`config.mk`:
```
export PLATFORM = sky130hd
export DESIGN_NAME = counter_mod
export DESIGN_NICKNAME = d
export VERILOG_FILES = /design/src/rtl/counter_mod.sv
export SDC_FILE = /design/constraint.sdc
export NUM_CORES = 1
export LEC_CHECK = 0
export ABC_AREA = 0
export CAP_MARGIN = 40
export CORE_ASPECT_RATIO = 1.1
export CORE_UTILIZATION = 48
export DETAILED_ROUTE_END_ITERATION = 7
export PLACE_DENSITY_LB_ADDON = 0.15
export SLEW_MARGIN = 10
export SYNTH_ARGS = -nofsm -noshare
export SYNTH_HDL_FRONTEND = slang
export SYNTH_SLANG_ARGS = --single-unit
export TNS_END_PERCENT = 5
```
`constraint.sdc`:
```
create_clock -name clk -period 2.4 [get_ports clk]
set_input_delay 0.48 -clock clk [delete_from_list [all_inputs] [get_ports clk]]
set_output_delay 0.48 -clock clk [all_outputs]
set_load 0.01 [all_outputs]
```
`src/rtl/counter_mod.sv`:
```
// Modulo-N up/down counter with synchronous clear/load, terminal-count cascade output and wrap pulse.
// Optional saturate mode is compiled in only when COUNTER_MOD_SAT_EN is defined.
module counter_mod #(
  parameter int WIDTH   = 8,
  parameter int MODULUS = 256
) (
  input  logic             clk,
  input  logic             rst_n,
  input  logic             en,
  input  logic             up,
  input  logic             load,
  input  logic [WIDTH-1:0] load_val,
  input  logic             clr,
  input  logic             sat,
  output logic [WIDTH-1:0] count,
  output logic             tc,
  output logic             wrap
);

  if ((MODULUS < 2) || (64'(MODULUS) > (64'(1) << WIDTH))) begin : g_bad_modulus
    $error("counter_mod: MODULUS %0d out of range for WIDTH %0d", MODULUS, WIDTH);
  end

  localparam int             LAST_INT = MODULUS - 1;
  localparam logic [WIDTH:0] LAST     = LAST_INT[WIDTH:0];

  logic [WIDTH:0]   count_ext;
  logic [WIDTH:0]   load_ext;
  logic             at_top;
  logic             at_bottom;
  logic             sat_mode;
  logic [WIDTH-1:0] count_next;
  logic             wrap_next;

`ifdef COUNTER_MOD_SAT_EN
  assign sat_mode = sat;
`else
  logic unused_sat;
  assign unused_sat = sat;
  assign sat_mode   = 1'b0;
`endif

  assign count_ext = {1'b0, count};
  assign load_ext  = {1'b0, load_val};
  assign at_top    = (count_ext == LAST);
  assign at_bottom = (count_ext == '0);
  assign tc        = en & (up ? at_top : at_bottom);

  // Priority clr > load > en > hold; wrap only pulses after a genuine roll-over.
  always_comb begin
    count_next = count;
    wrap_next  = 1'b0;
    if (clr) begin
      count_next = '0;
    end else if (load) begin
      count_next = (load_ext > LAST) ? LAST[WIDTH-1:0] : load_val;
    end else if (en) begin
      if (up) begin
        if (!at_top) begin
          count_next = count_ext[WIDTH-1:0] + WIDTH'(1);
        end else if (!sat_mode) begin
          count_next = '0;
          wrap_next  = 1'b1;
        end
      end else begin
        if (!at_bottom) begin
          count_next = count_ext[WIDTH-1:0] - WIDTH'(1);
        end else if (!sat_mode) begin
          count_next = LAST[WIDTH-1:0];
          wrap_next  = 1'b1;
        end
      end
    end
  end

  always_ff @(posedge clk) begin
    if (!rst_n) begin
      count <= '0;
      wrap  <= 1'b0;
    end else begin
      count <= count_next;
      wrap  <= wrap_next;
    end
  end

endmodule
```
# Word-level counts from Yosys, hierarchy flattened

Cells that the tools add are included.

Add/subtract/negate cells: 2
Magnitude comparators: 1
Equal/unequal tests: 1
Muxes and demuxes: 10
Bitwise logic cells: 3
Reduce and logical (&&, ||, !) cells: 4

Operator list:

| cell                  | count |
|---|---|
| $mux W8               | 6 |
| $logic_not A9 Y1      | 1 |
| $add A8 B1 Y8 const B | 1 |
| $eq A8 B8 Y1 const B  | 1 |
| $gt A8 B8 Y1 const B  | 1 |
| $sub A8 B1 Y8 const B | 1 |
| $mux W1               | 4 |
| $reduce_or A4 Y1      | 1 |
| $not A1 Y1            | 2 |
| $reduce_bool A2 Y1    | 1 |
| $reduce_or A2 Y1      | 1 |
| $and A1 B1 Y1         | 1 |

Register bits: 9
Bits of input ports: 15

# Longest topological paths before layout

Depth after elaboration: 5
Mapped depth: 7

# Worst setup path after synthesis

No wires, ideal clock.

Path type: register to output
From: register count[0]
To: output port tc
Arrival: 1.531 ns
Data required time: 1.920 ns
Path slack: 0.389 ns
Stages on the path, launching flop included: 8
Buffers on the path: 1
Cell sequence: dfxtp_1 clkbuf_1 inv_1 ha_1 nor4b_4 nand2_2 o21a_2 nor2_1

Word-level cells in the longest chain between the ends: 3
Elaborated cells on any way between the ends: 4
Classes of those cells: eq/ne (1); mux (1); bitwise (1); reduce/logical (1)

Ends and longest elaborated chain:

| item                                             | RTL line | RTL |
|---|---|---|
| start, declared                                  | 15       | `output logic [WIDTH-1:0] count,` |
| start signal, assigned                           | 81       | `count <= count_next;` |
| $eq A8 B8 Y1 or $logic_not A9 Y1 (tied branches) | 45, 46   |  |
| $mux W1 *                                        | 47       | `assign tc = en & (up ? at_top : at_bottom);` |
| $and A1 B1 Y1 *                                  | 47       |  |
| end, declared                                    | 16       | `output logic tc,` |

Mark *: on every way between the ends. The rest lies on a longest branch, timed or not.

# Final worst setup path

From: input port up
To: output port tc

Word-level cells in the longest chain between the ends: 2

Ends and longest elaborated chain:

| item            | RTL line | RTL |
|---|---|---|
| start, declared | 10       | `input logic up,` |
| $mux W1         | 47       |  |
| $and A1 B1 Y1   | 47       |  |

No other way between the ends.

==> qor.txt <==
Status: finished, final reports clean
Required @ worst endpoint: 1.92 ns
Async SR Flop Fraction: 0%
Post-CTS Hold Buffers: 0
Pwr Density: 378 mW/mm^2
Switch Pwr: 169 uW
Yosys reg bits: 9
Pint: 318 uW
Core area: 0.00184 sq mm
CTS clk-pin slew, worst paths: 0.06 ns
Routed wire length: 2750 um
Synth Instances: 119
Peak supply drop: 349 uV
Final Max Tran Viols: 0
Bufs on Longest Clock Path: 2
Share of layout cells above drive strength 1: 21.7%
Die Footprint: 0.00222 sq mm
RSZ-0062 raised after global routing: no
Initial antenna violation count: 0
Storage cell area: 180 sq um
Critical path's top delay family: buffers and inverters
I/O pins: 25
Worst-margin pin slew: 0.353 ns
Data arrival, critical path: 1.77 ns
First-pass GRT wire length: 4550 um
CP endpoint kind: output port
Post-route clock period utilization: 93.7%
Compound-cell area share of the yosys netlist: 29.5%
Pre-CTS setup slack: -0.246 ns
Placed cell count: 175
Combinational power share: 38.8%
Critical Path Slowest Stage Cell: clkdlybuf4s50_1
Htree depth: 1
Ant. Diodes: 0
CTS tree: built
Clock sink count: 9
FMAX: 445 MHz
P&R area growth vs syn: 32.1%
Seq pwr share: 34.3%
Layout Cells excl Fill: 179
Startpoint types: input pin
Initial core utilization: 53.0%
CTS buffer count: 3
Clock share of power: 26.9%
Slew HR: 76.3%
Number of synthesized flops with an enable pin: 0
Final setup vio count: 0
Finished Core Util: 70.0%
DR DRC count: 0
Post-layout nets: 171
Synthesized area: 976 sq um
Routability congestion estimate: 0.876
DRT antenna net count: 0
Most common cell after layout, fill and taps aside: clkdlybuf4s50_1
I/O Buffers: 23
Multiplexer share of the synthesized area: 2.05%
R2R setup slack: 0.68 ns
Sequential share of the synthesized area: 18.5%
Worst path buffer plus inverter count: 3
Most frequent cells in the layout: clkdlybuf4s50_1 (22), buf_4 (17), inv_1 (9), dfxtp_1 (9), a21oi_1 (8)
GRT Total Usage: 28.1%
Pin count of the biggest net entering global routing: 15
Critical path cell sequence: clkdlybuf4s50_1 -> inv_1 -> or3_1 -> o21a_2 -> nor2_1 -> clkbuf_2
Final Hold Vio Count: 0
Leak: 0.000504 uW
Synth warn: 0
Average routed wire per standard cell: 15.4 um
CTS root buf: clkbuf_4
Vias: 1056
Layout filler cell count: 163
Minimum clock period: 2.25 ns
Crit Path Category: in2out
Multi-input logic area: 662 sq um
Syn nets: 137
Detailed placer's ending HPWL: 2070 um
Post-Synth Simple-Gate Area: 27.7%
Hold WC Path Type: reg2reg
Vias in the first global route: 939
CP peak stage delay: 0.48 ns
Site Rows: 16
Die height: 49.3 um
Fin worst setup slack: 0.151 ns
Min Hold Slack: 0.699 ns
Met2 Track Usage GR: 42.8%
Overflow after GRT: 0
Max cap viols: 0
DRT Pass-1 Iters: 4
Met3 usage: 3.70%
Met1 Use GR: 37.2%
DRT iter0 DRCs: 54
Syn avg cell area: 8.20 sq um
Clock Latency Late Sink: 0.29 ns
Crit Path Max Fanout: 2
Sw Ratio: 34.7%
Synth Area in Adders: 3.85%
Yosys cell types: 49
Via/cell ratio: 5.90
Xor/xnor cell area share of the yosys netlist: 4.49%
Fin Clk Skew: 0.0164 ns
GRT Max-Usage Layer: met2
Post-CTS setup buffers: 0
Top FF cell, synth: dfxtp_1
Die Wd: 45.0 um
Total power: 487 uW
Combinational family with the most area after synthesis: compound AO/OA/AOI/OAI gates
==> registers in the layout, indices dropped and copies added, names as in the netlist <==
register,flops
count,8
wrap,1
==> tightest hold or removal path, stage by stage, from the launching register on <==
cell and delay [ns]:
dfxtp_1 0.34, inv_1 0.11, mux2i_1 0.09, nand2_1 0.06, a21oi_1 0.06
==> power by group through the flow <==
stage	Combinational (uW)	Clock, uW	Sequential, uW
global route	204	146	169
finish	189	131	167
CTS	186	132	167
global placement	181	0	170
detailed placement	186	0	171
floorplan	116	0	169
==> final timing paths <==
kind,start,end,cells after the start
setup / recovery,up,tc,6
hold / removal,count[1]$_SDFFE_PP0P_,count[1]$_SDFFE_PP0P_,4
setup reg to reg,count[0]$_SDFFE_PP0P_,count[3]$_SDFFE_PP0P_,7
hold reg to reg,count[1]$_SDFFE_PP0P_,count[1]$_SDFFE_PP0P_,4
==> kinds of logic after synthesis <==
kind of cell / count (synthesis)
simple gates: 41
compound gates: 39
buf+inv: 20
flops: 9
xor+xnor: 5
fa+ha+maj: 3
mux: 2
==> layout make-up <==
| type | count | share of cell area, % |
|---|---|---|
| well taps | 27 | 2.62 |
| inverters | 9 | 2.62 |
| multi-input cells | 90 | 51.4 |
| repair buffers | 40 | 27.4 |
| flip-flops and latches | 9 | 14.0 |
| clock buffers | 4 | 2.04 |
==> synthesized netlist by cell type, types with 2 or more instances <==
master,n,share of area [%]
nand3b_1,2,1.5
o21ai_0,4,2.1
ha_1,3,3.8
mux2i_1,2,2.1
and3_1,2,1.3
inv_1,9,3.5
buf_6,5,5.8
or3_1,2,1.3
a31oi_1,2,1.3
xor2_1,4,3.6
o31a_1,2,1.8
o21ai_1,2,1.0
a211oi_1,3,2.3
nor3_1,3,1.5
nand3_1,7,3.6
clkbuf_1,2,0.77
a21oi_1,8,4.1
nor2_1,7,2.7
buf_4,2,1.5
nor3b_1,2,1.5
a221oi_2,2,3.1
nand2_1,7,2.7
o21a_1,2,1.5
dfxtp_1,9,18
a311oi_1,2,1.8
==> routing by layer <==
metal | routed length [um] | part of all wire (%) | vias to the layer above
li1 | - | - | 507
met1 | 1090 | 40 | 487
met2 | 1350 | 49 | 52
met3 | 229 | 8.3 | 10
met4 | 79 | 2.9 | 0
met5 | 0 | 0 | -
==> per-stage QoR <==
stage | TNS (ns) | area (sq um)
3_5_place_dp | -0.246 | 1260
3_3_place_gp | -0.242 | 1260
2_1_floorplan | 0 | 976
4_1_cts | 0 | 1290
5_1_grt | 0 | 1290
6_report | 0 | 1290
==> what timing repair did <==
action / in CTS / in global routing
pin swaps: 0 / 0
gates resized for setup: 1 / 3
endpoints found under the setup margin: 1 / 1
No activity file was read; power rests on OpenSTA's default activity.
